### src/rtl/dz11_pacer_if.sv
// dz11_pacer_if: LPR, transmit-request and completion-report signals of the DZ11 pacer
interface dz11_pacer_if;
    logic        lprwrite;
    logic [12:0] lprdata;
    logic        fast;
    logic [7:0]  txreq;
    logic        done_valid;
    logic [2:0]  done_line;
    logic        done_ready;
    logic [7:0]  busy;
    modport master (
        output lprwrite, lprdata, fast, txreq, done_ready,
        input  done_valid, done_line, busy
    );
    modport slave (
        input  lprwrite, lprdata, fast, txreq, done_ready,
        output done_valid, done_line, busy
    );
endinterface

### src/rtl/dz11_pacer.sv
// dz11_pacer: per-line DZ11 transmit character-time pacer with round-robin completion reports
module dz11_pacer #(
    parameter int CLKPERUS = 100
) (
    input logic CLOCK,
    input logic RESET,
    dz11_pacer_if.slave bus
);
    localparam int PW = CLKPERUS > 1 ? $clog2(CLKPERUS) : 1;
    localparam logic [1:0] IDLE = 2'd0, BUSY = 2'd1, DONE = 2'd2, WAITLOW = 2'd3;
    localparam logic [14:0] BITUS [16] = '{
        15'd20000, 15'd13333, 15'd9091, 15'd7435, 15'd6667, 15'd3333, 15'd1667, 15'd833,
        15'd556, 15'd500, 15'd417, 15'd278, 15'd208, 15'd139, 15'd104, 15'd52
    };
    logic [PW-1:0] pre;
    logic          tick;
    logic [3:0]    speed [8];
    logic [1:0]    clen [8];
    logic [7:0]    stop, par;
    logic [17:0]   count [8];
    logic [1:0]    state [8];
    logic [17:0]   nchar [8];
    logic [7:0]    done;
    logic [2:0]    rr, sel;
    logic          accept;
    logic          unused_lpr;

    assign tick = pre == PW'(CLKPERUS - 1);
    assign accept = bus.done_valid && bus.done_ready;
    assign bus.done_valid = |done;
    assign bus.done_line = sel;
    assign unused_lpr = ^{bus.lprdata[12], bus.lprdata[7]};

    // free-running 1 us prescaler, cleared only by reset
    always_ff @(posedge CLOCK)
        pre <= (RESET || tick) ? '0 : pre + 1'b1;

    // character time in ticks and status flags per line from current registers
    always_comb begin
        for (int l = 0; l < 8; l++) begin
            nchar[l] = bus.fast ? 18'd1 :
                {3'b0, BITUS[speed[l]]} * {14'b0, 4'd7 + {2'b0, clen[l]} + {3'b0, par[l]} + {3'b0, stop[l]}};
            done[l] = state[l] == DONE;
            bus.busy[l] = state[l] == BUSY;
        end
    end

    // first DONE line at or above rr; scanning downward lets the nearest one win
    always_comb begin
        sel = '0;
        for (int i = 7; i >= 0; i--)
            sel = done[rr + 3'(i)] ? rr + 3'(i) : sel;
    end

    // round-robin pointer moves just past each accepted line
    always_ff @(posedge CLOCK)
        rr <= RESET ? 3'd0 : accept ? sel + 3'd1 : rr;

    // LPR settings, character timers and per-line state machines
    always_ff @(posedge CLOCK) begin
        for (int l = 0; l < 8; l++) begin
            if (RESET) begin
                speed[l] <= 4'd13;
                clen[l]  <= 2'd3;
                stop[l]  <= 1'b0;
                par[l]   <= 1'b0;
                count[l] <= '0;
                state[l] <= IDLE;
            end else begin
                if (bus.lprwrite && bus.lprdata[2:0] == 3'(l)) begin
                    speed[l] <= bus.lprdata[11:8];
                    clen[l]  <= bus.lprdata[4:3];
                    stop[l]  <= bus.lprdata[5];
                    par[l]   <= bus.lprdata[6];
                end
                case (state[l])
                    IDLE: if (bus.txreq[l]) begin
                        count[l] <= nchar[l];
                        state[l] <= BUSY;
                    end
                    BUSY: if (tick) begin
                        count[l] <= count[l] - 1'b1;
                        if (count[l] == 18'd1) state[l] <= DONE;
                    end
                    DONE: if (accept && sel == 3'(l)) state[l] <= WAITLOW;
                    default: if (!bus.txreq[l]) state[l] <= IDLE;
                endcase
            end
        end
    end
endmodule

### src/flat_wrapper.sv
// flat-port wrapper written by rule: the top's interface ports become plain ports
module dz11_pacer_flat 
#(
    parameter int CLKPERUS = 100
)
  (CLOCK, RESET, bus_lprwrite, bus_lprdata, bus_fast, bus_txreq, bus_done_ready, bus_done_valid, bus_done_line, bus_busy);
  dz11_pacer_if bus_i ();
  input logic CLOCK;
  input logic RESET;
  input wire logic [$bits(bus_i.lprwrite)-1:0] bus_lprwrite;
  input wire logic [$bits(bus_i.lprdata)-1:0] bus_lprdata;
  input wire logic [$bits(bus_i.fast)-1:0] bus_fast;
  input wire logic [$bits(bus_i.txreq)-1:0] bus_txreq;
  input wire logic [$bits(bus_i.done_ready)-1:0] bus_done_ready;
  output wire logic [$bits(bus_i.done_valid)-1:0] bus_done_valid;
  output wire logic [$bits(bus_i.done_line)-1:0] bus_done_line;
  output wire logic [$bits(bus_i.busy)-1:0] bus_busy;
  assign bus_i.lprwrite = bus_lprwrite;
  assign bus_i.lprdata = bus_lprdata;
  assign bus_i.fast = bus_fast;
  assign bus_i.txreq = bus_txreq;
  assign bus_i.done_ready = bus_done_ready;
  assign bus_done_valid = bus_i.done_valid;
  assign bus_done_line = bus_i.done_line;
  assign bus_busy = bus_i.busy;
  dz11_pacer #(.CLKPERUS(CLKPERUS)) u_core (.CLOCK(CLOCK), .RESET(RESET), .bus(bus_i));
endmodule
### config.mk
export PLATFORM = sky130hd
export DESIGN_NAME = dz11_pacer_flat
export DESIGN_NICKNAME = d
export VERILOG_FILES = /design/src/rtl/dz11_pacer_if.sv /design/src/rtl/dz11_pacer.sv /design/src/flat_wrapper.sv
export SDC_FILE = /design/constraint.sdc
export NUM_CORES = 2
export LEC_CHECK = 0
export CAP_MARGIN = 0
export CORE_MARGIN = 4
export CORE_UTILIZATION = 50
export DETAILED_ROUTE_END_ITERATION = 7
export PLACE_DENSITY_LB_ADDON = 0.05
export SYNTH_ARGS = -nofsm -noshare
export SYNTH_HDL_FRONTEND = slang
export SYNTH_SLANG_ARGS = --single-unit
export TNS_END_PERCENT = 50
### constraint.sdc
create_clock -name CLOCK -period 5.7 [get_ports CLOCK]
set_input_delay 0.57 -clock CLOCK [delete_from_list [all_inputs] [get_ports CLOCK]]
set_output_delay 0.57 -clock CLOCK [all_outputs]
set_load 0.02 [all_outputs]
After elaboration in Yosys (flattened, before gate mapping)
Memories as Yosys holds them, arrays and structs flattened.
Cells that the tools add are included.
{ "op_classes": {"n_mul": 8, "order_cmp": 16, "reduce_logical": 37, "n_eq_ne": 39, "bitwise": 72, "add_sub_neg": 41, "n_mux": 299} }
{ "ops": {"columns": ["operator", "n"], "rows": [
  ["two-way mux 18 bit", 24],
  ["two-way mux 15 bit", 16],
  ["two-way mux 1 bit", 195],
  ["== test 18 x 1 -> 1 bit, second input constant", 8],
  ["multiplier 15 x 4 -> 18 bit", 8],
  ["subtractor 18 x 1 -> 18 bit, second input constant", 8],
  ["two-way mux 2 bit", 40],
  ["adder 4 x 1 -> 4 bit", 16],
  ["OR 1 bit", 64],
  [">= comparator 5 bit, second input constant", 8],
  ["NOT 4 -> 5 bit", 8],
  ["adder 3 x 2 -> 4 bit, first input constant", 8],
  ["< comparator 3 x 4 -> 1 bit, second input constant", 8],
  ["two-way mux 4 bit", 8],
  ["binary-select mux 1 bit (select 3 bit)", 8],
  ["== test 3 bit, second input constant", 8],
  ["two-way mux 3 bit", 8],
  ["OR reduction 3 bit", 8],
  ["logical AND 1 bit", 17],
  ["== test 2 x 1 -> 1 bit, second input constant", 8],
  ["== test 2 bit, second input constant", 8],
  ["logical NOT 2 bit", 8],
  ["adder 3 bit, second input constant", 4],
  ["== test 3 x 2 -> 1 bit, second input constant", 4],
  ["other kinds (8)", 12]
]} }
{ "word_totals": {"input_bits": 26, "mem_count": 12, "out_inout_bits": 12, "romBits": 1920, "ff_bits": 26, "elab_cells": 542, "mem_bits_rw": 208} }
{ "mem_list": {"columns": ["name", "depth", "width", "rd", "rd_clocked_by_memory_dff", "write_ports", "line_no", "source"], "rows": [
  ["(name not given)", 16, 15, 1, 0, 0, "dz11_pacer.sv:42", "{3'b0, BITUS[speed[l]]} * {14'b0, 4'd7 + {2'b0, clen[l]} + {3'b0, par[l]} + {3'b0, stop[l]}};"],
  ["(name not given)", 16, 15, 1, 0, 0, "dz11_pacer.sv:42", null],
  ["(name not given)", 16, 15, 1, 0, 0, "dz11_pacer.sv:42", null],
  ["(name not given)", 16, 15, 1, 0, 0, "dz11_pacer.sv:42", null],
  ["(name not given)", 16, 15, 1, 0, 0, "dz11_pacer.sv:42", null],
  ["(name not given)", 16, 15, 1, 0, 0, "dz11_pacer.sv:42", null],
  ["+6 memories", null, null, null, null, null, null, null]
]} }

Longest topological paths before layout
{ "depth": {"depth_word": 19, "ltp_mapped": 21} }

Worst setup path after synthesis
OpenSTA, ideal clock, no wires.
{ "synth_timing": {"kind": "register to register", "start": "memory u_core.clen[2][0]", "end": "memory u_core.count[2][17] (netlist: u_core.count[0][53]), data pin", "path_slack_ns": 0.849, "t_required_ns": 5.429, "setup_ns": 0.271, "stages_incl_launch_ff": 22, "period_less_slack_ns": 4.851, "arrival_time_ns": 4.580, "path_cell_list": "edfxtp_1 inv_1 ha_1 inv_1 ha_1 fa_1 xor2_1 clkbuf_1 nor2_1 fa_1 inv_1 fa_1 inv_1 ha_1 o21ai_0 o21ai_0 nand3_1 and3_1 or3_1 o21ai_0 xnor2_1 o22ai_1"} }
{ "synth_rtl": {"columns": ["item", "line_no", "source"], "rows": [
  ["from (decl)", "dz11_pacer.sv:18", "logic [1:0] clen [8];"],
  ["to (decl)", "dz11_pacer.sv:20", "logic [17:0] count [8];"]
]} }

==> flow_metrics.tcl <==
set metrics [dict create \
    grtUsageMet1 0.307 \
    synthCells 3645 \
    worst_slew_pin_slew_ns 1.06 \
    power_density_nw_per_um2 298 \
    leakagePower_nw 14.5 \
    cts_buffers 30 \
    async_flop_share 0 \
    die_y_um 255 \
    min_path_type "reg2reg" \
    start_util 0.506 \
    report.final.slew_viol_count 0 \
    avgSynthCellArea_um2 8.37 \
    gp_congestion 0.885 \
    drc 0 \
    first_pass_iters 5 \
    status "completed" \
    synth_warnings 0 \
    drive_above_1_share 0.0448 \
    setup_viol_count_final 0 \
    rows 90 \
    end_kind "register" \
    num_vias 24391 \
    synth_edf_count 208 \
    path_max_fanout 9 \
    fmax_ghz 0.195 \
    cts_tree "built" \
    clk_path_buf_depth 3 \
    pin_count 38 \
    grt_busiest_layer "met2" \
    fin_nets 4150 \
    avgViaCountPerCell 5.48 \
    period_share 0.899 \
    crit_chain "inv_1 -> ha_1 -> nor2_1 -> nor2_1 -> a21oi_1 -> nor2b_1 -> fa_1 -> inv_1 -> fa_1 -> inv_1 -> ha_1 -> o21ai_0 -> o21ai_0 -> nand3_1 -> and3_1 -> or3_1 -> o21ai_0 -> xnor2_1 -> o22ai_1" \
    root_buffer "clkbuf_16" \
    mostFrequentLayoutCell "inv_1" \
    routed_wl_mm 70.8 \
    syn_to_final_growth_pct 7.46 \
    synth_top_area_frac 0.205 \
    coreArea_um2 60400 \
    clock_skew_ns 0.0167 \
    synth-seq-cells 234 \
    synth.distinct_cells 83 \
    grtUsageMet3 0.0249 \
    hpwl_mm 56.1 \
    cp.arrival_ns 5.44 \
    gr-usage-all-layers 0.217 \
    synth_seq_area_share 0.222 \
    finalHoldViolations 0 \
    die_w_um 255 \
    syn_area_um2 30500 \
    fillers 5634 \
    ant_nets 0 \
    clk_latency_ns 0.58 \
    max-slew-margin-rel 0.296 \
    regToRegSetupSlack_ns 0.57 \
    yosysTopAreaCell "edfxtp_1" \
    cts_num_sinks 234 \
    worst_path_largest_cell_delay_ns 0.54 \
    io_buffers 35 \
    postCtsSetupBuffers 0 \
    htree_levels 1 \
    cts.clk_slew.worst_paths_ns 0.06 \
    path_class "reg2reg" \
    cp_slowest_cell "fa_1" \
    cts_resized 0 \
    ys.flop_type "edfxtp_1" \
    drt_iter0_markers 1369 \
    grt_pass1_wl_mm 118 \
    grt-ovfl-total 0 \
    required_ns 6.01 \
    cap_violations 0 \
    synth.area.top_cells "edfxtp_1, fa_1, ha_1, inv_1, nor2_1" \
    power_mw 9.79 \
    finalSetupTns_ns 0 \
    layout_common_cells "inv_1, nor2_1, ha_1, nand2_1, fa_1" \
    ctsHoldBuffers 0 \
    antenna_found_initial 8 \
    wl_per_cell_um 15.9 \
    grt_max_degree 47 \
    met2_usage 0.365 \
    grt_pass1_vias 23945 \
    synth_nets 4161 \
    dieArea_um2 65100 \
    start_kind "register" \
    rsz0062_at_grt "false" \
    period_needed_ns 5.13 \
    ir_worst_vdd_mv 0.254 \
]
## worst max-delay path: cells and delay by family (launching register included)
kind / cells / cell delay (ns)
xor+xnor: 1 / 0.15
fa+ha+maj: 4 / 1.74
simple gates: 6 / 1.18
compound gates: 5 / 1.04
buf+inv: 3 / 0.25
flops: 1 / 0.52
## registers in the layout, indices dropped and copies added (netlist names)
signal	count
u_core.count	144
u_core.speed	32
u_core.clen	16
u_core.state	16
u_core.par	8
u_core.stop	8
u_core.pre	7
u_core.rr	3
## stage by stage
stage	util	hold WS, ns	worst slack, ns	std cells	instance area [µm²]
after global placement	0.526	0.445	0.645	4384	31700
after global routing	0.543	0.493	0.234	4441	32800
after detailed placement	0.526	0.452	0.576	4384	31700
final	0.543	0.464	0.575	4447	32800
after CTS	0.543	0.465	0.560	4440	32800
after floorplan	-	0.430	0.849	3645	30500
## report_power, final
group / total, mW / leakage (nW) / internal (mW) / switching (mW)
Clock: 2.02 / 0.510 / 1.25 / 0.773
Combinational: 5.48 / 11.6 / 2.27 / 3.21
Sequential: 2.28 / 2.39 / 2.08 / 0.204
## path summary, 6_finish.rpt
kind	startpoint	to	cells after the start
worst min register to register	u_core.pre[0]	u_core.pre[0]	1
worst min-delay path	u_core.pre[0]	u_core.pre[0]	1
worst max register to register	u_core.speed[0][8]	u_core.count[0][53]	19
worst max-delay path	u_core.speed[0][8]	u_core.count[0][53]	19
## cells by family (layout without fill, tap and decap cells)
logic type / after synthesis / in the layout / synth area share
other: 0 / 7 / 0
and+or+nand+nor: 1355 / 1355 / 0.218
xor gates and xnor gates: 270 / 270 / 0.0775
AOI/OAI and AO/OA: 638 / 638 / 0.132
DFF: 234 / 234 / 0.222
muxes: 51 / 51 / 0.0212
buffers and inverters: 607 / 620 / 0.0749
adders and majority gates: 490 / 490 / 0.254
## layout make-up
cell class                      count  area (µm²)  area share
Tap cell                          782         978      0.0298
Sequential cell                   234        6770       0.206
Multi-Input combinational cell   2804       21500       0.655
Timing Repair Buffer               78         668      0.0204
Inverter                          486        1830      0.0557
Clock inverter                     18         225     0.00687
Antenna cell                        7        17.5    0.000534
Clock buffer                       38         832      0.0254
## per-layer routing
layer	vias up	wire length [µm]
li1	12302	-
met1	11599	33500
met2	416	32900
met3	68	3210
met4	6	1210
met5	-	39
## Yosys cell counts, drive strengths merged (28+ instances only)
cell	count
edfxtp	208
a21oi	143
clkbuf	111
fa	216
xor2	135
nor4	28
ha	274
nor2	446
inv	484
nand2	235
nand3	59
or3	49
nand2b	98
nor2b	90
and2	97
xnor2	135
a21o	47
o21ai	141
and3	30
nor3	126
o22ai	123
mux2i	35
Power figures use the tool's default switching activity.
